`config.mk`:
```
export PLATFORM = sky130hd
export DESIGN_NAME = linebuffer_kxk_stream_flat
export DESIGN_NICKNAME = d
export VERILOG_FILES = /design/src/rtl/linebuffer_kxk_stream_if.sv /design/src/rtl/linebuffer_kxk_stream.sv /design/src/flat_wrapper.sv
export SDC_FILE = /design/constraint.sdc
export NUM_CORES = 1
export LEC_CHECK = 0
export CAP_MARGIN = 30
export CORE_ASPECT_RATIO = 1.25
export CORE_MARGIN = 2
export CORE_UTILIZATION = 40
export DETAILED_ROUTE_END_ITERATION = 12
export GPL_TIMING_DRIVEN = 0
export HOLD_SLACK_MARGIN = 0.1
export SYNTH_ARGS = -nofsm -noshare
export SYNTH_HDL_FRONTEND = slang
export SYNTH_SLANG_ARGS = --single-unit
```
`constraint.sdc`:
```
create_clock -name i_clk -period 4.16 [get_ports i_clk]
set_input_delay 0.832 -clock i_clk [delete_from_list [all_inputs] [get_ports i_clk]]
set_output_delay 0.832 -clock i_clk [all_outputs]
set_load 0.1 [all_outputs]
```
`src/rtl/linebuffer_kxk_stream_if.sv`:
```
// Stream bundle for the KxK line buffer: pixel input side plus window output side.
interface linebuffer_kxk_stream_if #(
  parameter int DW    = 4,
  parameter int K     = 2,
  parameter int MAX_W = 32
);
  localparam int AW = $clog2(MAX_W + 1);

  logic              frame_start;
  logic [AW-1:0]     img_w;
  logic              stride2;
  logic              in_valid;
  logic [DW-1:0]     pix_in;
  logic              out_valid;
  logic [K*K*DW-1:0] win_out;
  logic              out_row_end;
  logic              cfg_err;

  modport master (
    output frame_start, img_w, stride2, in_valid, pix_in,
    input  out_valid, win_out, out_row_end, cfg_err
  );

  modport slave (
    input  frame_start, img_w, stride2, in_valid, pix_in,
    output out_valid, win_out, out_row_end, cfg_err
  );
endinterface

```
`src/rtl/linebuffer_kxk_stream.sv`:
```
// Raster-stream line buffer: keeps K-1 previous lines and emits a KxK window per
// accepted beat (stride 1) or per even-offset row/column (stride 2).
module linebuffer_kxk_stream #(
  parameter int DW    = 4,
  parameter int K     = 2,
  parameter int MAX_W = 32
) (
  input  logic                    i_clk,
  input  logic                    i_rst,
  linebuffer_kxk_stream_if.slave  bus
);
  localparam int AW = $clog2(MAX_W + 1);
  localparam int MA = (MAX_W > 1) ? $clog2(MAX_W) : 1;
  localparam logic [AW-1:0] K_A    = AW'(K);
  localparam logic [AW-1:0] KM1_A  = AW'(K - 1);
  localparam logic [AW-1:0] MAXW_A = AW'(MAX_W);
  localparam logic [15:0]   KM1_R  = 16'(K - 1);

  logic [DW-1:0] r_lb [K-1][2**MA];
  logic [K-1:0][K-1:0][DW-1:0] r_win, w_win_next;

  logic [AW-1:0]     r_col, r_w_lat;
  logic [15:0]       r_row;
  logic              r_s2, r_cfg_err, r_out_valid, r_out_row_end;
  logic [K*K*DW-1:0] r_win_out;

  logic [AW-1:0] w_col, w_w, w_last, w_last_s2, w_wmk, w_col_off;
  logic [15:0]   w_row, w_row_off;
  logic          w_s2, w_err, w_img_bad, w_win_ok, w_row_end;
  logic [MA-1:0] w_addr;

  // A frame_start beat already belongs to the new frame, so use the incoming config.
  assign w_img_bad = (bus.img_w < K_A) || (bus.img_w > MAXW_A);
  assign w_col     = bus.frame_start ? '0 : r_col;
  assign w_row     = bus.frame_start ? '0 : r_row;
  assign w_w       = bus.frame_start ? bus.img_w : r_w_lat;
  assign w_s2      = bus.frame_start ? bus.stride2 : r_s2;
  assign w_err     = bus.frame_start ? w_img_bad : r_cfg_err;
  assign w_addr    = w_col[MA-1:0];

  assign w_last    = w_w - AW'(1);
  assign w_wmk     = w_w - K_A;
  assign w_last_s2 = w_wmk[0] ? (w_w - AW'(2)) : w_last;
  assign w_col_off = w_col - KM1_A;
  assign w_row_off = w_row - KM1_R;

  assign w_win_ok  = !w_err && (w_row >= KM1_R) && (w_col >= KM1_A) &&
                     (!w_s2 || (!w_col_off[0] && !w_row_off[0]));
  assign w_row_end = w_s2 ? (w_col == w_last_s2) : (w_col == w_last);

  always_comb begin
    w_win_next = r_win;
    for (int r = 0; r < K; r++)
      for (int c = 0; c < K - 1; c++)
        w_win_next[r][c] = r_win[r][c+1];
    for (int r = 0; r < K - 1; r++)
      w_win_next[r][K-1] = r_lb[K-2-r][w_addr];
    w_win_next[K-1][K-1] = bus.pix_in;
  end

  // Line memories are never cleared; window validity gating hides stale contents.
  always_ff @(posedge i_clk) begin
    if (bus.in_valid) begin
      r_lb[0][w_addr] <= bus.pix_in;
      for (int i = 1; i < K - 1; i++)
        r_lb[i][w_addr] <= r_lb[i-1][w_addr];
    end
  end

  always_ff @(posedge i_clk or posedge i_rst) begin
    if (i_rst) begin
      r_col         <= '0;
      r_row         <= '0;
      r_w_lat       <= MAXW_A;
      r_s2          <= 1'b0;
      r_cfg_err     <= 1'b0;
      r_out_valid   <= 1'b0;
      r_out_row_end <= 1'b0;
      r_win         <= '0;
      r_win_out     <= '0;
    end else begin
      r_out_valid   <= 1'b0;
      r_out_row_end <= 1'b0;
      if (bus.frame_start) begin
        r_w_lat   <= bus.img_w;
        r_s2      <= bus.stride2;
        r_cfg_err <= w_img_bad;
        r_col     <= '0;
        r_row     <= '0;
      end
      if (bus.in_valid) begin
        r_win <= w_win_next;
        if (w_col == w_last) begin
          r_col <= '0;
          r_row <= (w_row == 16'hFFFF) ? w_row : w_row + 16'd1;
        end else begin
          r_col <= w_col + AW'(1);
          r_row <= w_row;
        end
        if (w_win_ok) begin
          r_out_valid   <= 1'b1;
          r_out_row_end <= w_row_end;
          r_win_out     <= w_win_next;
        end
      end
    end
  end

  assign bus.out_valid   = r_out_valid;
  assign bus.out_row_end = r_out_row_end;
  assign bus.win_out     = r_win_out;
  assign bus.cfg_err     = r_cfg_err;
endmodule

```
`src/flat_wrapper.sv`:
```
// flat-port wrapper written by rule: the top's interface ports become plain ports
module linebuffer_kxk_stream_flat 
#(
  parameter int DW    = 4,
  parameter int K     = 2,
  parameter int MAX_W = 32
)
  (i_clk, i_rst, bus_frame_start, bus_img_w, bus_stride2, bus_in_valid, bus_pix_in, bus_out_valid, bus_win_out, bus_out_row_end, bus_cfg_err);
  linebuffer_kxk_stream_if #(.DW(DW), .K(K), .MAX_W(MAX_W)) bus_i ();
  input  logic i_clk;
  input  logic i_rst;
  input wire logic [$bits(bus_i.frame_start)-1:0] bus_frame_start;
  input wire logic [$bits(bus_i.img_w)-1:0] bus_img_w;
  input wire logic [$bits(bus_i.stride2)-1:0] bus_stride2;
  input wire logic [$bits(bus_i.in_valid)-1:0] bus_in_valid;
  input wire logic [$bits(bus_i.pix_in)-1:0] bus_pix_in;
  output wire logic [$bits(bus_i.out_valid)-1:0] bus_out_valid;
  output wire logic [$bits(bus_i.win_out)-1:0] bus_win_out;
  output wire logic [$bits(bus_i.out_row_end)-1:0] bus_out_row_end;
  output wire logic [$bits(bus_i.cfg_err)-1:0] bus_cfg_err;
  assign bus_i.frame_start = bus_frame_start;
  assign bus_i.img_w = bus_img_w;
  assign bus_i.stride2 = bus_stride2;
  assign bus_i.in_valid = bus_in_valid;
  assign bus_i.pix_in = bus_pix_in;
  assign bus_out_valid = bus_i.out_valid;
  assign bus_win_out = bus_i.win_out;
  assign bus_out_row_end = bus_i.out_row_end;
  assign bus_cfg_err = bus_i.cfg_err;
  linebuffer_kxk_stream #(.DW(DW), .K(K), .MAX_W(MAX_W)) u_core (.i_clk(i_clk), .i_rst(i_rst), .bus(bus_i));
endmodule
```
==> results of run 1 <==
[worst max-delay path, cell delays in order]
cell	delay [ns]
buf_6	0.14
buf_2	0.49
buf_2	0.43
nand2b_1	0.22
inv_1	0.08
ha_1	0.21
nand3_1	0.13
nor3b_1	0.11
nand3_1	0.23
nand4_1	0.18
clkbuf_1	0.24
or4_1	0.50
a21oi_1	0.17
[cell usage in the layout, fill, tap and decap left out, types with 11 or more instances in the layout]
cell / count
edfxtp_1: 128
nor2_1: 80
dfrtp_1: 55
a21oi_1: 36
clkdlybuf4s50_1: 31
nand2_1: 28
mux2_2: 27
mux2i_1: 24
o21ai_0: 20
clkbuf_1: 18
clkbuf_16: 17
mux4_2: 16
nand3_1: 16
buf_2: 15
inv_1: 14
nor3_1: 14
nor2b_1: 12
nand2b_1: 11
xnor2_1: 11
ha_1: 11
[final timing paths]
path | slack (ns) | to | startpoint
max reg2reg | 0.82 | u_core.r_lb[0][66]$_DFFE_PP_ | u_core.r_col[2]$_DFF_PP0_
max | 0.55 | u_core.r_row[9]$_DFF_PP0_ | bus_frame_start
min in group asynchronous | 0.76 | u_core.r_row[9]$_DFF_PP0_ | i_rst
min | 0.51 | u_core.bus.win_out[11]$_DFFE_PP0P_ | u_core.r_win[15]$_DFFE_PP0P_
max in group asynchronous | 2.82 | u_core.bus.win_out[12]$_DFFE_PP0P_ | i_rst
min reg2reg | 0.51 | u_core.bus.win_out[11]$_DFFE_PP0P_ | u_core.r_win[15]$_DFFE_PP0P_
[logic make-up (layout without fill, tap and decap cells)]
logic type	after synthesis	in the layout	share of synthesized area [%]
AO/OA/AOI/OAI	106	106	8.32
buffers and inverters	55	121	2.87
flip-flops	184	184	62.7
AND/OR/NAND/NOR	199	199	11.5
XOR/XNOR	17	17	1.78
adder cells (fa/ha/maj)	11	11	1.64
multiplexers	69	69	11.2
[flip-flops by register name (all words and copies together) (netlist names)]
signal                  cells
u_core.bus.out_valid        1
u_core.bus.out_row_end      1
u_core.bus.win_out         16
u_core.bus.cfg_err          1
u_core.r_s2                 1
u_core.r_col                6
u_core.r_row               16
u_core.r_w_lat              6
u_core.r_lb               128
u_core.r_win                8
[power by group through the flow]
stage / sequential (mW) / combinational (mW) / clock [mW]
floorplan: 2.20 / 0.248 / 0
detailed placement: 2.07 / 0.559 / 0
global placement: 2.07 / 0.539 / 0
CTS: 2.04 / 0.560 / 1.67
global route: 2.04 / 0.593 / 1.73
finish: 2.03 / 0.557 / 1.64
[synth_stat cells (4+ instances only)]
cell type | count | share of area (%)
a2111oi_0 | 5 | 0.52
a211oi_1 | 5 | 0.45
a21oi_1 | 36 | 2.2
a221oi_1 | 4 | 0.42
and3_1 | 4 | 0.30
buf_2 | 15 | 0.90
clkbuf_1 | 19 | 0.85
dfrtp_1 | 55 | 16
edfxtp_1 | 128 | 46
ha_1 | 11 | 1.6
inv_1 | 15 | 0.67
mux2_2 | 27 | 3.6
mux2i_1 | 24 | 2.9
mux4_2 | 16 | 4.3
nand2_1 | 28 | 1.3
nand2b_1 | 11 | 0.82
nand3_1 | 16 | 0.96
nand4_1 | 8 | 0.60
nor2_1 | 80 | 3.6
nor2b_1 | 12 | 0.90
nor3_1 | 14 | 0.84
nor4_1 | 5 | 0.37
o21ai_0 | 20 | 1.2
o22ai_1 | 5 | 0.37
o31ai_1 | 7 | 0.63
or4_1 | 7 | 0.63
xnor2_1 | 11 | 1.2
xor2_1 | 6 | 0.63
[cell type report]
| class | instances | share of cell area, % |
|---|---|---|
| clock inverters | 15 | 1.85 |
| multi-input cells | 402 | 29.6 |
| flip-flops and latches | 184 | 53.9 |
| clock buffers | 17 | 4.37 |
| repair buffers | 36 | 4.39 |
| well taps | 274 | 3.52 |
| plain buffers | 37 | 1.77 |
| inverters | 16 | 0.617 |
[metal layers]
metal,routed length [um],up-vias,part of all wire (%)
li1,-,2502,-
met1,8280,2809,39
met2,10800,224,51
met3,1190,49,5.7
met4,717,0,3.4
met5,0,-,0
==> metrics.md, run 1 <==
| Metric | Value |
|---|---|
| Clock power share | `38.7%` |
| Slew @ Worst Pin | `0.985 ns` |
| Final Setup Violations | `0` |
| Clock transition at path regs | `0.08 ns` |
| ANT cells | `0` |
| H-tree depth | `4` |
| RSZ-0062 raised after global routing | `no` |
| Utilization after layout | `47.1%` |
| Design area | `0.00974 mm2` |
| Setup WS pre-CTS | `-0.647 ns` |
| First-pass GRT wire length | `33.0 mm` |
| GRT Total Usage | `19.8%` |
| Mapped Nets | `667` |
| Slew margin rel. | `34.1%` |
| Via count | `5,584` |
| FP Rows | `59` |
| Int Pwr | `3.05 mW` |
| WL/cell | `21.4 um` |
| Final hold violation count | `0` |
| Area after DPL | `0.00914 mm2` |
| R2R depth | `6` |
| Largest net degree at the start of global routing | `34` |
| M2 GR Usage | `34.2%` |
| # clock sinks | `184` |
| Tcrit/Tclk final | `86.8%` |
| Setup tns final | `0 ns` |
| Initial DRC count | `488` |
| Pwr dens | `434 mW/mm2` |
| Max cap viols | `0` |
| Clock buffer depth | `2` |
| Min-Delay Path Depth | `1` |
| Final cell count without fillers | `981` |
| Seq pwr share | `48.1%` |
| Vias in the first global route | `5,918` |
| Core ar. | `0.0207 mm2` |
| Pleak | `3.49 nW` |
| Clock Skew | `0.0102 ns` |
| CTS Buf Count | `17` |
| Sw Pwr | `1.18 mW` |
| Asr flop ratio synth | `30.4%` |
| Pre-antenna DRT Iters | `5` |
| Mean Syn Cell Area | `13.1 um2` |
| Die Y | `166 um` |
| Synth warnings | `0` |
| Synth Flop Type | `edfxtp_1` |
| Nets | `720` |
| CP max FO | `28` |
| WP data required | `4.52 ns` |
| Sw Ratio | `27.9%` |
| DRC viols | `0` |
| Met3 usage | `3.45%` |
| Area growth syn-to-layout | `16.4%` |
| WP data arrival | `3.97 ns` |
| Clk root buf | `clkbuf_16` |
| I/O pins | `34` |
| Die Wd | `133 um` |
| Hold Buf Count CTS | `0` |
| Post-synthesis cell count | `641` |
| Detail Route Antenna Nets | `0` |
| Multi-input gate area | `0.00289 mm2` |
| HP Class | `register to register` |
| Register area share after synthesis | `62.7%` |
| Initial Utilization | `40.5%` |
| Worst Slack Setup Final | `0.551 ns` |
| Gp weighted congestion | `0.920` |
| Minimum clock period | `3.61 ns` |
| Placed cell count | `951` |
| Share of cells above drive strength 1 | `15.4%` |
| Number of max-slew violations in the final report | `0` |
| Kind of critical path | `primary input to register` |
| Grt ovf | `0` |
| FF+latch count, synth | `184` |
| Critical path endpoint category | `register` |
| Total Power | `4.23 mW` |
| GR Util met1 | `24.2%` |
| Port bufs | `31` |
| GRT busiest layer | `met2` |
| Max Clk Rate | `0.277 GHz` |
| Clock Latency Late Sink | `0.44 ns` |
| Cell Area, Synth | `0.00837 mm2` |
| Initial antenna violation count | `0` |
| CTS resizes | `0` |
| Comb power frac | `13.2%` |
| Synth cell types | `59` |
| EDFF count, synth | `128` |
| HPWL after DPL | `14.8 mm` |
| TritonCTS clock tree | `yes` |
| Setup bufs post-CTS | `0` |
| Total Wirelength | `21.0 mm` |
| Fillers | `1,852` |
| Vias/cell | `5.69` |
| Status | `finished, final reports clean` |
| Max VDD drop | `0.000309 V` |
| Reg area | `0.00525 mm2` |
| Hold Slack | `0.509 ns` |
| Die Footprint | `0.0221 mm2` |
| Setup crit start kind | `primary input` |
Note: power is estimated with default switching activity, not from simulation.
==> inputs of run 2 (changes only) <==
--- a/config.mk
+++ b/config.mk
@@ -10,6 +10,7 @@
 export CORE_MARGIN = 2
 export CORE_UTILIZATION = 40
 export DETAILED_ROUTE_END_ITERATION = 12
+export DONT_BUFFER_PORTS = 1
 export GPL_TIMING_DRIVEN = 0
 export HOLD_SLACK_MARGIN = 0.1
 export SYNTH_ARGS = -nofsm -noshare
==> run 2 against run 1 <==
  * Worst setup slack lost 0.38 ns
  * Die area is the same
  * Hold slack lost 0.21 ns
  * Global-route usage shrank 0.22 points
  * Power shrank 1.1%
  * Critical path depth grew 1
  * Critical endpoint is now u_core.r_row[11]$_DFF_PP0_
  * Largest cell class unchanged
==> metrics.md, run 2 (same netlist as run 1, synthesis figures left out) <==
| Metric | Value |
|---|---|
| TritonCTS clock tree | `yes` |
| GRT Total Usage | `19.6%` |
| Final Setup Violations | `0` |
| Maximum single-stage delay on the critical path | `0.52 ns` |
| Grt ovf | `0` |
| Area after DPL | `0.00873 mm2` |
| Max Clk Rate | `0.251 GHz` |
| Total Power | `4.18 mW` |
| CP Cell Sequence | `buf_6, buf_2, buf_1, buf_2, nand2b_1, inv_1, ha_1, nand3_1, nor3b_1, nand3_1, nand4_1, clkbuf_1, or4_1, a21oi_1` |
| Initial DRC count | `454` |
| Status | `finished, final reports clean` |
| Vias in the first global route | `5,710` |
| Critical path endpoint category | `register` |
| Core ar. | `0.0207 mm2` |
| First-pass GRT wire length | `32.8 mm` |
| Tcrit/Tclk final | `95.9%` |
| Clock transition at path regs | `0.07 ns` |
| Setup tns final | `0 ns` |
| FP Rows | `59` |
| Utilization after layout | `45.2%` |
| Gp weighted congestion | `0.893` |
| Slew @ Worst Pin | `0.927 ns` |
| Area growth syn-to-layout | `11.6%` |
| Max reg flops | `128` |
| Max cap viols | `0` |
| Largest net degree at the start of global routing | `37` |
| Nets | `686` |
| Placed cell count | `916` |
| WL/cell | `21.9 um` |
| Kind of critical path | `primary input to register` |
| HP Class | `primary input to async pin` |
| # clock sinks | `184` |
| Pleak | `3.33 nW` |
| CP max-delay cell | `or4_1` |
| Number of max-slew violations in the final report | `0` |
| Clock buffer depth | `2` |
| CTS Buf Count | `17` |
| I/O pins | `34` |
| Clock Latency Late Sink | `0.44 ns` |
| Clock Skew | `0.00786 ns` |
| Vias/cell | `5.70` |
| H-tree depth | `4` |
| Via count | `5,394` |
| Worst Slack Setup Final | `0.171 ns` |
| ANT cells | `0` |
| Die Wd | `133 um` |
| Total Wirelength | `20.7 mm` |
| Port bufs | `0` |
| Pre-antenna DRT Iters | `5` |
| Detail Route Antenna Nets | `0` |
| Initial antenna violation count | `0` |
| Biggest register | `u_core.r_lb` |
| WP data required | `4.52 ns` |
| Initial Utilization | `40.5%` |
| Pwr dens | `448 mW/mm2` |
| Setup crit start kind | `primary input` |
| Clk root buf | `clkbuf_16` |
| Critical Path Source | `bus_frame_start` |
| Hold Buf Count CTS | `0` |
| Final hold violation count | `0` |
| Die Y | `166 um` |
| FF-to-FF Start | `u_core.r_col[0]$_DFF_PP0_` |
| Minimum clock period | `3.99 ns` |
| Setup bufs post-CTS | `0` |
| Max VDD drop | `0.000297 V` |
| DRC viols | `0` |
| Buf/Inv on CP | `6` |
| Hold Slack | `0.295 ns` |
| Die Footprint | `0.0221 mm2` |
| Setup WS pre-CTS | `-0.646 ns` |
| WP data arrival | `4.35 ns` |
| Commonest cells after routing, fill and taps aside | `edfxtp_1, nor2_1, dfrtp_1, a21oi_1, nand2_1` |
| Largest delay share family, worst path | `buffers and inverters` |
| Design area | `0.00934 mm2` |
| Fillers | `1,886` |
| Final cell count without fillers | `947` |
| Slew margin rel. | `38.2%` |
| CP max FO | `19` |
| Most common library cell in the layout ignoring fill and taps | `edfxtp_1` |
| Share of cells above drive strength 1 | `15.5%` |
| HPWL after DPL | `14.3 mm` |
| RSZ-0062 raised after global routing | `no` |
==> run 2: changes by cell type in the layout (fill, tap and decap cells not counted), sizes merged <==
cell | previous run | this run
clkinv | 6 | 5
buf | 24 | 21
bufinv | 1 | 2
clkdlybuf4s50 | 31 | 0
==> run 2: layout make-up <==
class	instances	area (um2)	share of cell area, %
Tap cell	274	343	3.67
Multi-Input combinational cell	402	2890	30.9
Timing Repair Buffer	1	20.0	0.214
Inverter	16	60.1	0.643
Clock buffer	17	425	4.56
Buffer	38	176	1.89
Clock inverter	15	183	1.96
Sequential cell	184	5250	56.2
==> run 2: power by group <==
part | internal [mW] | total, mW | switching, mW
sequential | 2.00 | 2.17 | 0.166
clock | 0.911 | 1.67 | 0.759
combinational | 0.133 | 0.341 | 0.209
==> run 2: what timing repair did <==
item	in CTS	in global routing
gates resized for setup	0	0
endpoints found under the hold margin	0	0
endpoints found under the setup margin	4	0
==> run 2: per-layer routing <==
metal | vias up | GRT usage [%] | wire, um
met5 | - | 0 | 0
met4 | 0 | 8.09 | 566
met3 | 42 | 4.61 | 1420
met2 | 221 | 33.0 | 10500
met1 | 2698 | 24.4 | 8210
li1 | 2433 | - | -
==> run 2: final timing paths <==
check,cells after the start,to,slack [ns]
setup reg to reg,9,u_core.r_win[6]$_DFFE_PP0P_,1.00
hold reg to reg,1,u_core.bus.win_out[11]$_DFFE_PP0P_,0.51
setup / recovery,14,u_core.r_row[11]$_DFF_PP0_,0.17
hold / removal,1,u_core.r_row[10]$_DFF_PP0_,0.30
min in group i_clk,0,u_core.r_lb[0][121]$_DFFE_PP_,0.49
max in group asynchronous,2,u_core.bus.win_out[6]$_DFFE_PP0P_,3.31
==> inputs of run 3 (changes only) <==
==> constraint.sdc (replaced) <==
create_clock -name i_clk -period 4.7 [get_ports i_clk]
set_input_delay 0.94 -clock i_clk [delete_from_list [all_inputs] [get_ports i_clk]]
set_output_delay 0.94 -clock i_clk [all_outputs]
set_load 0.1 [all_outputs]
==> run 3 against run 2 <==
  * Die area did not move
  * Power fell by 11%
  * Sequential share of layout area barely moved
  * Via count rose by 0.70%
  * Hold slack improved by 0.10 ns
  * Critical path type unchanged
  * Count of clock-buffer cells in the layout did not move
  * Critical path depth rose by 1
  * Clock power fell by 11%
  * Largest cell class unchanged
==> metrics.md, run 3 (same netlist as run 1, synthesis figures left out) <==
| Metric | Value |
|---|---|
| Sw Pwr | `1.01 mW` |
| Slew margin rel. | `38.2%` |
| Clock Skew | `0.0137 ns` |
| Fillers | `1,887` |
| Most common library cell in the layout ignoring fill and taps | `edfxtp_1` |
| Hold Buf Count CTS | `0` |
| Multi-input gate area | `0.00289 mm2` |
| Hold Slack | `0.399 ns` |
| Port bufs | `0` |
| Die Footprint | `0.0221 mm2` |
| Max reg flops | `128` |
| # clock sinks | `184` |
| Max Clk Rate | `0.222 GHz` |
| Total Power | `3.71 mW` |
| Setup bufs post-CTS | `0` |
| Seq pwr share | `51.8%` |
| Grt ovf | `0` |
| Clock buffer depth | `2` |
| Sw Ratio | `27.2%` |
| DRC viols | `0` |
| Status | `finished, final reports clean` |
| HP Class | `primary input to async pin` |
| Minimum clock period | `4.51 ns` |
| Biggest register | `u_core.r_lb` |
| WP data arrival | `4.88 ns` |
| I/O pins | `34` |
| Pre-antenna DRT Iters | `6` |
| Total Wirelength | `20.8 mm` |
| Initial Utilization | `40.5%` |
| Clock Latency Late Sink | `0.44 ns` |
| Area growth syn-to-layout | `11.6%` |
| Clk root buf | `clkbuf_16` |
| Vias in the first global route | `5,722` |
| Final hold violation count | `0` |
| FF-to-FF Start | `u_core.r_col[2]$_DFF_PP0_` |
| RSZ-0062 raised after global routing | `no` |
| Max cap viols | `0` |
| Clock transition at path regs | `0.07 ns` |
| Die Y | `166 um` |
| First-pass GRT wire length | `32.9 mm` |
| R2r setup slk | `1.54 ns` |
| Int Pwr | `2.70 mW` |
| Setup tns final | `0 ns` |
| Critical path endpoint category | `register` |
| CP max FO | `10` |
| WL/cell | `21.9 um` |
| Core ar. | `0.0207 mm2` |
| ANT cells | `0` |
| Pleak | `3.33 nW` |
| CTS Buf Count | `17` |
| Slew @ Worst Pin | `0.927 ns` |
| Worst Setup EP | `u_core.r_row[11]$_DFF_PP0_` |
| Vias/cell | `5.73` |
| Gp weighted congestion | `0.893` |
| Detail Route Antenna Nets | `0` |
| FP Rows | `59` |
| Pwr dens | `397 mW/mm2` |
| Initial DRC count | `465` |
| RR Endpoint | `u_core.r_lb[0][67]$_DFFE_PP_` |
| HPWL after DPL | `14.3 mm` |
| Commonest cells after routing, fill and taps aside | `edfxtp_1, nor2_1, dfrtp_1, a21oi_1, nand2_1` |
| TritonCTS clock tree | `yes` |
| Clock power share | `40.0%` |
| CP max-delay cell | `clkbuf_1` |
| Largest net degree at the start of global routing | `37` |
| CTS resizes | `0` |
| Setup crit start kind | `primary input` |
| CP Cell Sequence | `buf_6, buf_2, clkbuf_1, buf_1, buf_2, nand2b_1, inv_1, ha_1, nand3_1, nor3b_1, nand3_1, nand4_1, clkbuf_1, or4_1, a21oi_1` |
| Tcrit/Tclk final | `96.1%` |
| WP data required | `5.07 ns` |
| Die Wd | `133 um` |
| Reg area | `0.00525 mm2` |
| Kind of critical path | `primary input to register` |
| Nets | `687` |
| Maximum single-stage delay on the critical path | `0.54 ns` |
| R2R depth | `6` |
| Number of max-slew violations in the final report | `0` |
| Via count | `5,432` |
| GRT Total Usage | `19.7%` |
| Final Setup Violations | `0` |
| Critical Path Source | `bus_frame_start` |
| Comb power frac | `8.2%` |
| H-tree depth | `4` |
| Max VDD drop | `0.000261 V` |
| Initial antenna violation count | `0` |
| Share of cells above drive strength 1 | `15.4%` |
run 3: cell count changes in the layout (fill, tap and decap cells not counted), sizes merged:
cell | before | now
clkbuf | 35 | 36
run 3: worst min-delay path by stage:
stage          cells past startpoint                          from                                 end  slack [ns]
2_1_floorplan                      1  u_core.r_win[12]$_DFFE_PP0P_        u_core.r_win[12]$_DFFE_PP0P_        0.47
3_3_place_gp                       1  u_core.r_win[15]$_DFFE_PP0P_  u_core.bus.win_out[11]$_DFFE_PP0P_        0.49
3_5_place_dp                       1   u_core.r_win[7]$_DFFE_PP0P_   u_core.bus.win_out[3]$_DFFE_PP0P_        0.49
4_1_cts                            1                         i_rst          u_core.r_row[10]$_DFF_PP0_        0.41
5_1_grt                            1                         i_rst          u_core.r_row[10]$_DFF_PP0_        0.43
6_report                           1                         i_rst          u_core.r_row[10]$_DFF_PP0_        0.40
run 3: final cells by class:
cell class,count,share of cell area [%]
clock inverter,15,1.96
timing repair buffer,1,0.214
buffer,39,1.93
sequential,184,56.2
clock buffer,17,4.55
multi-input combinational,402,30.9
inverter,16,0.643
tap,274,3.67
run 3: worst max-delay path, delay by kind of cell:
kind	cells	cell delay [ns]
compound gates	1	0.16
simple gates	6	1.40
fa+ha+maj	1	0.20
buf+inv	7	2.16
run 3: stage by stage:
step	util, %	instance area, um2	worst slack [ns]	instances
2_1_floorplan	-	8370	0.962	641
5_1_grt	45.2	9340	0.0452	948
6_report	45.2	9340	0.185	948
4_1_cts	45.2	9340	0.241	948
3_5_place_dp	42.3	8730	-0.214	916
3_3_place_gp	42.2	8710	-0.0954	915
run 3: power by group through the flow:
| stage | clock (mW) | sequential, mW | combinational (mW) |
|---|---|---|---|
| finish | 1.48 | 1.92 | 0.303 |
| global route | 1.57 | 1.93 | 0.330 |
| CTS | 1.49 | 1.92 | 0.302 |
| detailed placement | 0 | 1.96 | 0.300 |
| global placement | 0 | 1.96 | 0.293 |
| floorplan | 0 | 1.95 | 0.219 |
run 3: metal layers:
metal  global-route usage [%]  vias to the layer above  part of all wire [%]  wire, um
li1                         -                     2438                     -         -
met1                     24.6                     2727                    40      8230
met2                     32.8                      216                    51     10600
met3                     4.76                       51                   6.4      1320
met4                     8.33                        0                   3.3       677
met5                        0                        -                     0         0
